### src/rtl/halt_dump_pkg.sv
`default_nettype none
// ============================================================================
// Module  : halt_dump_pkg
// Brief   : Shared state encoding, stop-cause codes and sentinel defaults.
// Revision: 1.0
// ============================================================================
package halt_dump_pkg;

    typedef logic [2:0] state_t;

    localparam state_t c_st_run     = 3'd0;
    localparam state_t c_st_drain   = 3'd1;
    localparam state_t c_st_issue   = 3'd2;
    localparam state_t c_st_wait    = 3'd3;
    localparam state_t c_st_present = 3'd4;
    localparam state_t c_st_done    = 3'd5;

    localparam logic STOP_CAUSE_SENTINEL = 1'b0;
    localparam logic STOP_CAUSE_SHOW     = 1'b1;

    localparam logic [31:0] c_default_halt_addr = 32'hFFFF_FFFF;
    localparam logic [31:0] c_default_halt_data = 32'hFFFF_FFFF;

endpackage
`default_nettype wire

### src/rtl/halt_dump_ctrl_halt_detect.sv
`default_nettype none
// ============================================================================
// Module  : halt_detect
// Brief   : Sentinel write compare plus the sticky stop / cause / run flags.
// Revision: 1.0
// ============================================================================
module halt_detect
    import halt_dump_pkg::*;
#(
    parameter int                ADDR_W    = 32,
    parameter int                DATA_W    = 32,
    parameter logic [ADDR_W-1:0] HALT_ADDR = {ADDR_W{1'b1}},
    parameter logic [DATA_W-1:0] HALT_DATA = {DATA_W{1'b1}}
) (
    input  logic              clk,
    input  logic              rst,
    input  logic              i_mon_ce,
    input  logic              i_mon_we,
    input  logic [ADDR_W-1:0] i_mon_addr,
    input  logic [DATA_W-1:0] i_mon_wrdata,
    input  logic              i_show,
    output logic              o_trig,
    output logic              o_cpu_run,
    output logic              o_stop,
    output logic              o_stop_cause
);

    logic w_sentinel;
    logic r_stop_q;
    logic w_stop_d;
    logic r_cause_q;
    logic w_cause_d;

    assign w_sentinel = i_mon_ce & i_mon_we
                      & (i_mon_addr == HALT_ADDR)
                      & (i_mon_wrdata == HALT_DATA);

    // Once stopped, further sentinels or show requests are ignored until reset.
    assign o_trig = ~r_stop_q & (w_sentinel | i_show);

    always_comb begin
        w_stop_d  = r_stop_q;
        w_cause_d = r_cause_q;
        if (o_trig) begin
            w_stop_d  = 1'b1;
            w_cause_d = w_sentinel ? STOP_CAUSE_SENTINEL : STOP_CAUSE_SHOW;
        end
    end

    always_ff @(posedge clk or negedge rst) begin
        if (!rst) begin
            r_stop_q  <= 1'b0;
            r_cause_q <= STOP_CAUSE_SENTINEL;
        end else begin
            r_stop_q  <= w_stop_d;
            r_cause_q <= w_cause_d;
        end
    end

    assign o_cpu_run    = ~r_stop_q;
    assign o_stop       = r_stop_q;
    assign o_stop_cause = r_cause_q;

endmodule
`default_nettype wire

### src/rtl/halt_dump_ctrl.sv
`default_nettype none
// ============================================================================
// Module  : halt_dump_ctrl
// Brief   : Freezes the CPU on sentinel/show, drains, then streams out memory.
// Revision: 1.0
// ============================================================================
module halt_dump_ctrl
    import halt_dump_pkg::*;
#(
    parameter int                ADDR_W       = 32,
    parameter int                DATA_W       = 32,
    parameter int                DEPTH        = 512,
    parameter logic [ADDR_W-1:0] HALT_ADDR    = {ADDR_W{1'b1}},
    parameter logic [DATA_W-1:0] HALT_DATA    = {DATA_W{1'b1}},
    parameter int                DRAIN_CYCLES = 5,
    parameter int                RD_LAT       = 1,
    parameter int                CNT_W        = 32
) (
    input  logic                     clk,
    input  logic                     rst,
    input  logic                     mon_ce,
    input  logic                     mon_we,
    input  logic [ADDR_W-1:0]        mon_addr,
    input  logic [DATA_W-1:0]        mon_wrdata,
    input  logic                     show,
    output logic                     cpu_run,
    output logic                     stop,
    output logic                     stop_cause,
    output logic                     dmp_ce,
    output logic [$clog2(DEPTH)-1:0] dmp_addr,
    input  logic [DATA_W-1:0]        dmp_rdata,
    output logic                     dump_valid,
    input  logic                     dump_ready,
    output logic [$clog2(DEPTH)-1:0] dump_addr,
    output logic [DATA_W-1:0]        dump_data,
    output logic                     dump_done,
    output logic [CNT_W-1:0]         cycle_count
);

    localparam int c_aw  = $clog2(DEPTH);
    localparam int c_drw = (DRAIN_CYCLES > 1) ? $clog2(DRAIN_CYCLES) : 1;
    localparam int c_lw  = (RD_LAT > 1) ? $clog2(RD_LAT) : 1;

    localparam logic [c_aw-1:0]  c_last_idx   = c_aw'(DEPTH - 1);
    localparam logic [c_drw-1:0] c_drain_last = c_drw'(DRAIN_CYCLES - 1);
    localparam logic [c_lw-1:0]  c_lat_last   = c_lw'(RD_LAT - 1);

    logic w_trig;

    state_t             r_state_q,     w_state_d;
    logic [c_drw-1:0]   r_drain_q,     w_drain_d;
    logic [c_lw-1:0]    r_lat_q,       w_lat_d;
    logic [c_aw-1:0]    r_idx_q,       w_idx_d;
    logic [c_aw-1:0]    r_dump_addr_q, w_dump_addr_d;
    logic [DATA_W-1:0]  r_dump_data_q, w_dump_data_d;
    logic               r_valid_q,     w_valid_d;
    logic               r_done_q,      w_done_d;
    logic [CNT_W-1:0]   r_cnt_q,       w_cnt_d;

    halt_detect #(
        .ADDR_W    (ADDR_W),
        .DATA_W    (DATA_W),
        .HALT_ADDR (HALT_ADDR),
        .HALT_DATA (HALT_DATA)
    ) u_halt_detect (
        .clk          (clk),
        .rst          (rst),
        .i_mon_ce     (mon_ce),
        .i_mon_we     (mon_we),
        .i_mon_addr   (mon_addr),
        .i_mon_wrdata (mon_wrdata),
        .i_show       (show),
        .o_trig       (w_trig),
        .o_cpu_run    (cpu_run),
        .o_stop       (stop),
        .o_stop_cause (stop_cause)
    );

    always_comb begin
        w_state_d     = r_state_q;
        w_drain_d     = r_drain_q;
        w_lat_d       = r_lat_q;
        w_idx_d       = r_idx_q;
        w_dump_addr_d = r_dump_addr_q;
        w_dump_data_d = r_dump_data_q;
        w_valid_d     = r_valid_q;
        w_done_d      = r_done_q;
        w_cnt_d       = r_cnt_q;

        case (r_state_q)
            c_st_run: begin
                // The detect cycle itself is still a run cycle.
                if (r_cnt_q != {CNT_W{1'b1}}) begin
                    w_cnt_d = r_cnt_q + CNT_W'(1);
                end
                if (w_trig) begin
                    w_state_d = c_st_drain;
                    w_drain_d = '0;
                end
            end
            c_st_drain: begin
                if (r_drain_q == c_drain_last) begin
                    w_state_d = c_st_issue;
                end else begin
                    w_drain_d = r_drain_q + c_drw'(1);
                end
            end
            c_st_issue: begin
                w_state_d = c_st_wait;
                w_lat_d   = '0;
            end
            c_st_wait: begin
                if (r_lat_q == c_lat_last) begin
                    w_dump_data_d = dmp_rdata;
                    w_dump_addr_d = r_idx_q;
                    w_valid_d     = 1'b1;
                    w_state_d     = c_st_present;
                end else begin
                    w_lat_d = r_lat_q + c_lw'(1);
                end
            end
            c_st_present: begin
                if (r_valid_q && dump_ready) begin
                    w_valid_d = 1'b0;
                    if (r_idx_q == c_last_idx) begin
                        w_done_d  = 1'b1;
                        w_state_d = c_st_done;
                    end else begin
                        w_idx_d   = r_idx_q + c_aw'(1);
                        w_state_d = c_st_issue;
                    end
                end
            end
            c_st_done: begin
                w_state_d = c_st_done;
            end
            default: begin
                w_state_d = c_st_run;
            end
        endcase
    end

    always_ff @(posedge clk or negedge rst) begin
        if (!rst) begin
            r_state_q     <= c_st_run;
            r_drain_q     <= '0;
            r_lat_q       <= '0;
            r_idx_q       <= '0;
            r_dump_addr_q <= '0;
            r_dump_data_q <= '0;
            r_valid_q     <= 1'b0;
            r_done_q      <= 1'b0;
            r_cnt_q       <= '0;
        end else begin
            r_state_q     <= w_state_d;
            r_drain_q     <= w_drain_d;
            r_lat_q       <= w_lat_d;
            r_idx_q       <= w_idx_d;
            r_dump_addr_q <= w_dump_addr_d;
            r_dump_data_q <= w_dump_data_d;
            r_valid_q     <= w_valid_d;
            r_done_q      <= w_done_d;
            r_cnt_q       <= w_cnt_d;
        end
    end

    assign dmp_ce      = (r_state_q == c_st_issue);
    assign dmp_addr    = r_idx_q;
    assign dump_valid  = r_valid_q;
    assign dump_addr   = r_dump_addr_q;
    assign dump_data   = r_dump_data_q;
    assign dump_done   = r_done_q;
    assign cycle_count = r_cnt_q;

endmodule
`default_nettype wire

### config.mk
export PLATFORM = sky130hd
export DESIGN_NAME = halt_dump_ctrl
export DESIGN_NICKNAME = d
export VERILOG_FILES = /design/src/rtl/halt_dump_pkg.sv /design/src/rtl/halt_dump_ctrl_halt_detect.sv /design/src/rtl/halt_dump_ctrl.sv
export SDC_FILE = /design/constraint.sdc
export NUM_CORES = 1
export LEC_CHECK = 0
export CORE_MARGIN = 2
export CORE_UTILIZATION = 55
export DETAILED_ROUTE_END_ITERATION = 6
export DONT_BUFFER_PORTS = 1
export GPL_TIMING_DRIVEN = 0
export HOLD_SLACK_MARGIN = 0.02
export PLACE_DENSITY = 0.81
export SYNTH_ARGS = -nofsm -noshare
export SYNTH_HDL_FRONTEND = slang
export SYNTH_SLANG_ARGS = --single-unit
export TNS_END_PERCENT = 1
### constraint.sdc
create_clock -name clk -period 4.6 [get_ports clk]
set_input_delay 0.92 -clock clk [delete_from_list [all_inputs] [get_ports clk]]
set_output_delay 0.92 -clock clk [all_outputs]
set_load 0.03 [all_outputs]
==> reports/results.ini, run 1 <==
[outcome]
status = completed

[sta]
fin_crit_sh_pct = 58.4
period_needed_ns = 2.69
fin_tns_setup_ns = 0
slew_violations = 0
tightest_slew_ns = 0.999
rsz0062_at_grt = no
setup_violations = 0
fmax_ghz = 0.372
hold_viol_final = 0
relSlewSlack_pct = 33.3
fin_skew_ns = 0.0151

[synth]
yosysWarningCount = 0
ys_types = 43
postSynthCellCount = 370
synth_edf_count = 0
synth-async-reset-ratio_pct = 100
yosysSeqAreaShare_pct = 53.3
synthesis.area_um2 = 4320
synth_nets = 477
syn_area_per_cell_um2 = 11.7
synthFlopType = dfrtp_1
synth_seq_cells = 92

[layout]
antenna_cells = 0
fillers = 606
num-nets-final = 488
multi_input_area_um2 = 1920
area_growth_pct = 8.00
final_area_um2 = 4660
final-seq-area_um2 = 2300
drive_above_1_share_pct = 18.9

[setup_path]
r2r_setup_slack_ns = 2.35
end_kind = primary output
reg2reg_depth = 6
slowest_stage = nor3b_1
cp_num_cells = 2
cp.arrival_ns = 1.77
cp_max_fo = 10
crit_family = simple AND/OR/NAND/NOR gates
crit_chain = buf_2 > nor3b_1
cpPeakStageDelay_ns = 0.84
critPathBufInv = 1
worst-setup-path-type = register to primary output
critPathLaunchType = register
r2r-start = cycle_count[0]
timing.rr.end = cycle_count[1]
cp_data_required_time_ns = 3.68

[global_routing]
grt_max_degree = 93
grt_pass1_wl_mm = 14.7
grt_pass1_vias = 3073
antenna_found_initial = 0
grtUsageTotal_pct = 22.0
global_route.overflow_total = 0

[placement]
place.gp.congestion = 0.900
dp.final_hpwl_mm = 6.96
portBuffers = 0
dpl-instance-area_um2 = 4440

[route]
initialDrtViolationCount = 118
wire_per_inst_um = 19.1
drc = 0
ant_nets = 0
vias = 3058
detail_route.first_pass.iterations = 4
via_per_inst = 6.27
routed_wl_mm = 9.30

[power]
p_per_area_nw_per_um2 = 593
leakagePower_nw = 1.97
peakVddDrop_uv = 257

[clock_tree]
hold_buffers = 0
cts_tree = done
cts.sinks = 92
clk_path_buf_depth = 2
cts.repair.resized = 0
insertion_delay_ns = 0.37
cts_max_level = 3
clk_pin_slew_ns = 0.10
cts_setup_buffers = 0
clockRootBuffer = clkbuf_8
numCtsBuffers = 9

[worst_hold_path]
hold_path.class = input pin to asynchronous set/reset pin

[floorplanning]
ios = 190
start_util_pct = 56.4
die-width_um = 92.6
rows = 32
die_h_um = 92.6
coreArea_um2 = 7650
die_area_um2 = 8570

[flow_run]
maxCapViolCount = 0

[power by group]
part / total, W / switching (W) / internal (W)
Clock: 0.000578 / 0.000303 / 0.000275
Combinational: 0.000566 / 0.000261 / 0.000305
Sequential: 0.00162 / 0.000592 / 0.00103
Total: 0.00277 / 0.00116 / 0.00161
[state kept, by name, summed over array words and instances (netlist names)]
name                        cells
dump_done                       1
dump_valid                      1
dump_addr                       9
dmp_addr                        9
u_halt_detect.o_stop            1
cycle_count                    32
r_drain_q                       3
dump_data                      32
u_halt_detect.o_stop_cause      1
r_state_q                       3
[worst max path at each step]
stage                  from     end  slack, ns
3_5_place_dp   r_state_q[1]  dmp_ce       2.29
4_1_cts        r_state_q[1]  dmp_ce       1.89
2_1_floorplan  r_state_q[1]  dmp_ce       2.42
5_1_grt        r_state_q[1]  dmp_ce       1.82
6_report       r_state_q[1]  dmp_ce       1.91
3_3_place_gp   r_state_q[1]  dmp_ce       2.30
[layer usage]
layer  routed length (µm)  vias up  global-route usage, %
li1                     -     1394                      -
met3                  795       18                   8.22
met2                 4790      138                   37.2
met5                    0        -                      0
met1                 3590     1508                   26.0
met4                  125        0                   7.46
[stage by stage]
stage	utilization (%)	hold WS, ns	cells	total power [W]	worst slack, ns
after floorplan	-	0.473	370	0.00206	2.42
after global placement	58.1	0.499	472	0.00216	2.30
after detailed placement	58.1	0.530	472	0.00221	2.29
after CTS	61.0	0.220	488	0.00279	1.89
after global routing	61.0	0.206	488	0.00291	1.82
final	61.0	0.234	488	0.00277	1.91
[cells in the final DEF, fill, tap and decap left out, drive strengths merged, types with 2 or more instances in the layout]
master | synthesis | layout
a21oi | 4 | 4
and2 | 5 | 5
and3 | 5 | 5
and4 | 9 | 9
buf | 6 | 6
clkbuf | 6 | 16
clkinv | 0 | 2
dfrtp | 92 | 92
ha | 5 | 5
inv | 8 | 10
mux2 | 44 | 44
nand2 | 21 | 21
nand3 | 20 | 20
nand4 | 48 | 48
nor2 | 14 | 14
nor3 | 14 | 14
nor4 | 7 | 7
o2111ai | 2 | 2
o211ai | 3 | 3
o21ai | 2 | 2
or3 | 2 | 2
xnor2 | 28 | 28
xor2 | 12 | 12
[Yosys cell counts (2+ instances only)]
cell type	instances	area [µm²]
a21oi_1	4	20.0
and2_1	5	31.3
and3_1	5	31.3
and4_1	9	78.8
buf_2	4	20.0
clkbuf_1	6	22.5
dfrtp_1	92	2300
ha_1	5	62.6
inv_1	8	30.0
mux2_2	44	495
nand2_1	21	78.8
nand3_1	20	100
nand4_1	48	300
nor2_1	13	48.8
nor3_1	12	60.1
nor4_1	6	37.5
o211ai_1	2	15.0
o21ai_0	2	10.0
or3_1	2	12.5
xnor2_1	28	245
xor2_1	12	105
[layout make-up]
class,instances,share of cell area [%]
Clock buffer,10,2.95
Buffer,12,1.32
Clock inverter,6,1.72
Inverter,8,0.644
Tap cell,102,2.74
Multi-Input combinational cell,258,41.3
Sequential cell,92,49.4
[cells by family (layout without fill, tap and decap cells)]
logic type / Yosys count / in the layout / synth area share (%)
xor gates and xnor gates: 40 / 40 / 8.12
buffers and inverters: 20 / 36 / 2.12
DFF: 92 / 92 / 53.3
adders and majority gates: 5 / 5 / 1.45
AOI/OAI and AO/OA: 19 / 19 / 3.42
muxes: 44 / 44 / 11.5
and+or+nand+nor: 150 / 150 / 20.1
(Power assumes the default switching activity.)
==> run 2: changes to the inputs <==
PLACE_DENSITY = 0.84   (was 0.81)
clock period = 2.4 ns   (was 4.6 ns; I/O delays follow)
==> reports/results.ini, run 2 (synthesized netlist as in run 1, its figures left out) <==
[placement]
place.gp.congestion = 0.840
portBuffers = 0
dpl-instance-area_um2 = 4440
dp.final_hpwl_mm = 6.92

[sta]
fin_crit_sh_pct = 92.9
period_needed_ns = 2.23
relSlewSlack_pct = 32.5
tightest_slew_ns = 1.01
fin_skew_ns = 0.0100
fmax_ghz = 0.449
fin_tns_setup_ns = 0
rsz0062_at_grt = no
slew_violations = 0
hold_viol_final = 92
setup_violations = 0
holdWs_ns = -0.194

[floorplanning]
rows = 32
start_util_pct = 56.4
ios = 190
die_h_um = 92.6
die_area_um2 = 8570
coreArea_um2 = 7650
die-width_um = 92.6

[power]
power.switching_w = 0.00218
peakVddDrop_uv = 600
leakagePower_nw = 1.97
p_per_area_nw_per_um2 = 1120
switching_share_pct = 41.6
p_int_w = 0.00306
p_clk_share_pct = 20.0
pwr-share-seq_pct = 59.4
power_frac_comb_pct = 20.6

[route]
ant_nets = 0
wire_per_inst_um = 18.6
detail_route.first_pass.iterations = 4
wl_met3_um = 808
highest_layer = met4
routed_wl_mm = 9.07
wl_met2_mm = 4.66
wl_met1_mm = 3.41
vias = 3006
drc = 0
initialDrtViolationCount = 86
via_per_inst = 6.16

[worst_hold_path]
hold_path.class = input pin to asynchronous set/reset pin

[global_routing]
antenna_found_initial = 0
global_route.overflow_total = 0
grtUsageTotal_pct = 21.2
grt_pass1_wl_mm = 14.3
grt_max_degree = 93
grt_pass1_vias = 3018

[layout]
final_area_um2 = 4650
antenna_cells = 0
drive_above_1_share_pct = 19.4
area_growth_pct = 7.77
final-seq-area_um2 = 2300
layout.cells.most_common = dfrtp_1
fillers = 602
num-nets-final = 488
layout_common_cells = dfrtp_1 (90), nand4_1 (48), mux2_2 (44)
multi_input_area_um2 = 1930

[setup_path]
critPathLaunchType = register
crit_start = r_state_q[1]
r2r-start = cycle_count[0]
cp_data_required_time_ns = 1.92
end_kind = primary output
worst-setup-path-type = register to primary output
cp.arrival_ns = 1.75
cp_max_fo = 10

[clock_tree]
clockRootBuffer = clkbuf_8
cts.sinks = 92
clk_pin_slew_ns = 0.09
cts_max_level = 3
insertion_delay_ns = 0.35
cts_setup_buffers = 0
numCtsBuffers = 9
clk_path_buf_depth = 2
cts_tree = done

[flow_run]
maxCapViolCount = 0

[outcome]
status = finished, violations left
violations = hold timing

[run 2: worst paths after layout]
| path | to | slack (ns) | cells after the start |
|---|---|---|---|
| min | cycle_count[29] | -0.19 | 0 |
| max reg2reg | cycle_count[1] | 0.22 | 6 |
| min in group clk | dump_data[11] | 0.27 | 1 |
| min reg2reg | r_drain_q[0] | 0.53 | 1 |
| max | dmp_ce | 0.17 | 2 |
| max in group asynchronous | dmp_addr[1] | 2.47 | 0 |
[run 2: power groups by stage]
stage / Combinational (W) / Sequential (W) / Clock [W]
after global routing: 0.00120 / 0.00317 / 0.00114
after CTS: 0.00109 / 0.00311 / 0.00107
after global placement: 0.00103 / 0.00312 / 0
after detailed placement: 0.00109 / 0.00314 / 0
final: 0.00108 / 0.00311 / 0.00105
after floorplan: 0.000918 / 0.00303 / 0
[run 2: repair_timing]
item	4_1_cts	5_1_grt
gates resized for setup	0	3
endpoints found under the hold margin	92	92
endpoints found under the setup margin	0	15
[run 2: metrics by stage]
step                setup WS (ns)  instances  hold WS, ns  total power [W]  utilization [%]
floorplan                   0.387        370        0.184          0.00395                -
global placement            0.164        472        0.186          0.00414             58.1
detailed placement          0.136        472        0.186          0.00424             58.1
CTS                         0.111        488       -0.212          0.00527             60.7
global route               0.0372        488       -0.223          0.00551             60.8
finish                      0.172        488       -0.194          0.00523             60.8
[run 2: worst max-delay path, cell delays in order, from the launching register on]
cell and delay (ns):
dfrtp_1 0.35, buf_2 0.21, nor3b_1 0.84
[run 2: final cells by class]
type	instances	area share [%]
clock buffers	10	2.74
multi-input cells	258	41.4
plain buffers	12	1.32
clock inverters	6	1.56
inverters	8	0.646
well taps	102	2.74
flip-flops and latches	92	49.5
[run 2: per-layer routing]
layer  GRT usage, %  vias up
li1               -     1391
met1           24.6     1456
met4           9.58        0
met5              0        -
met3           7.89       14
met2           35.0      145
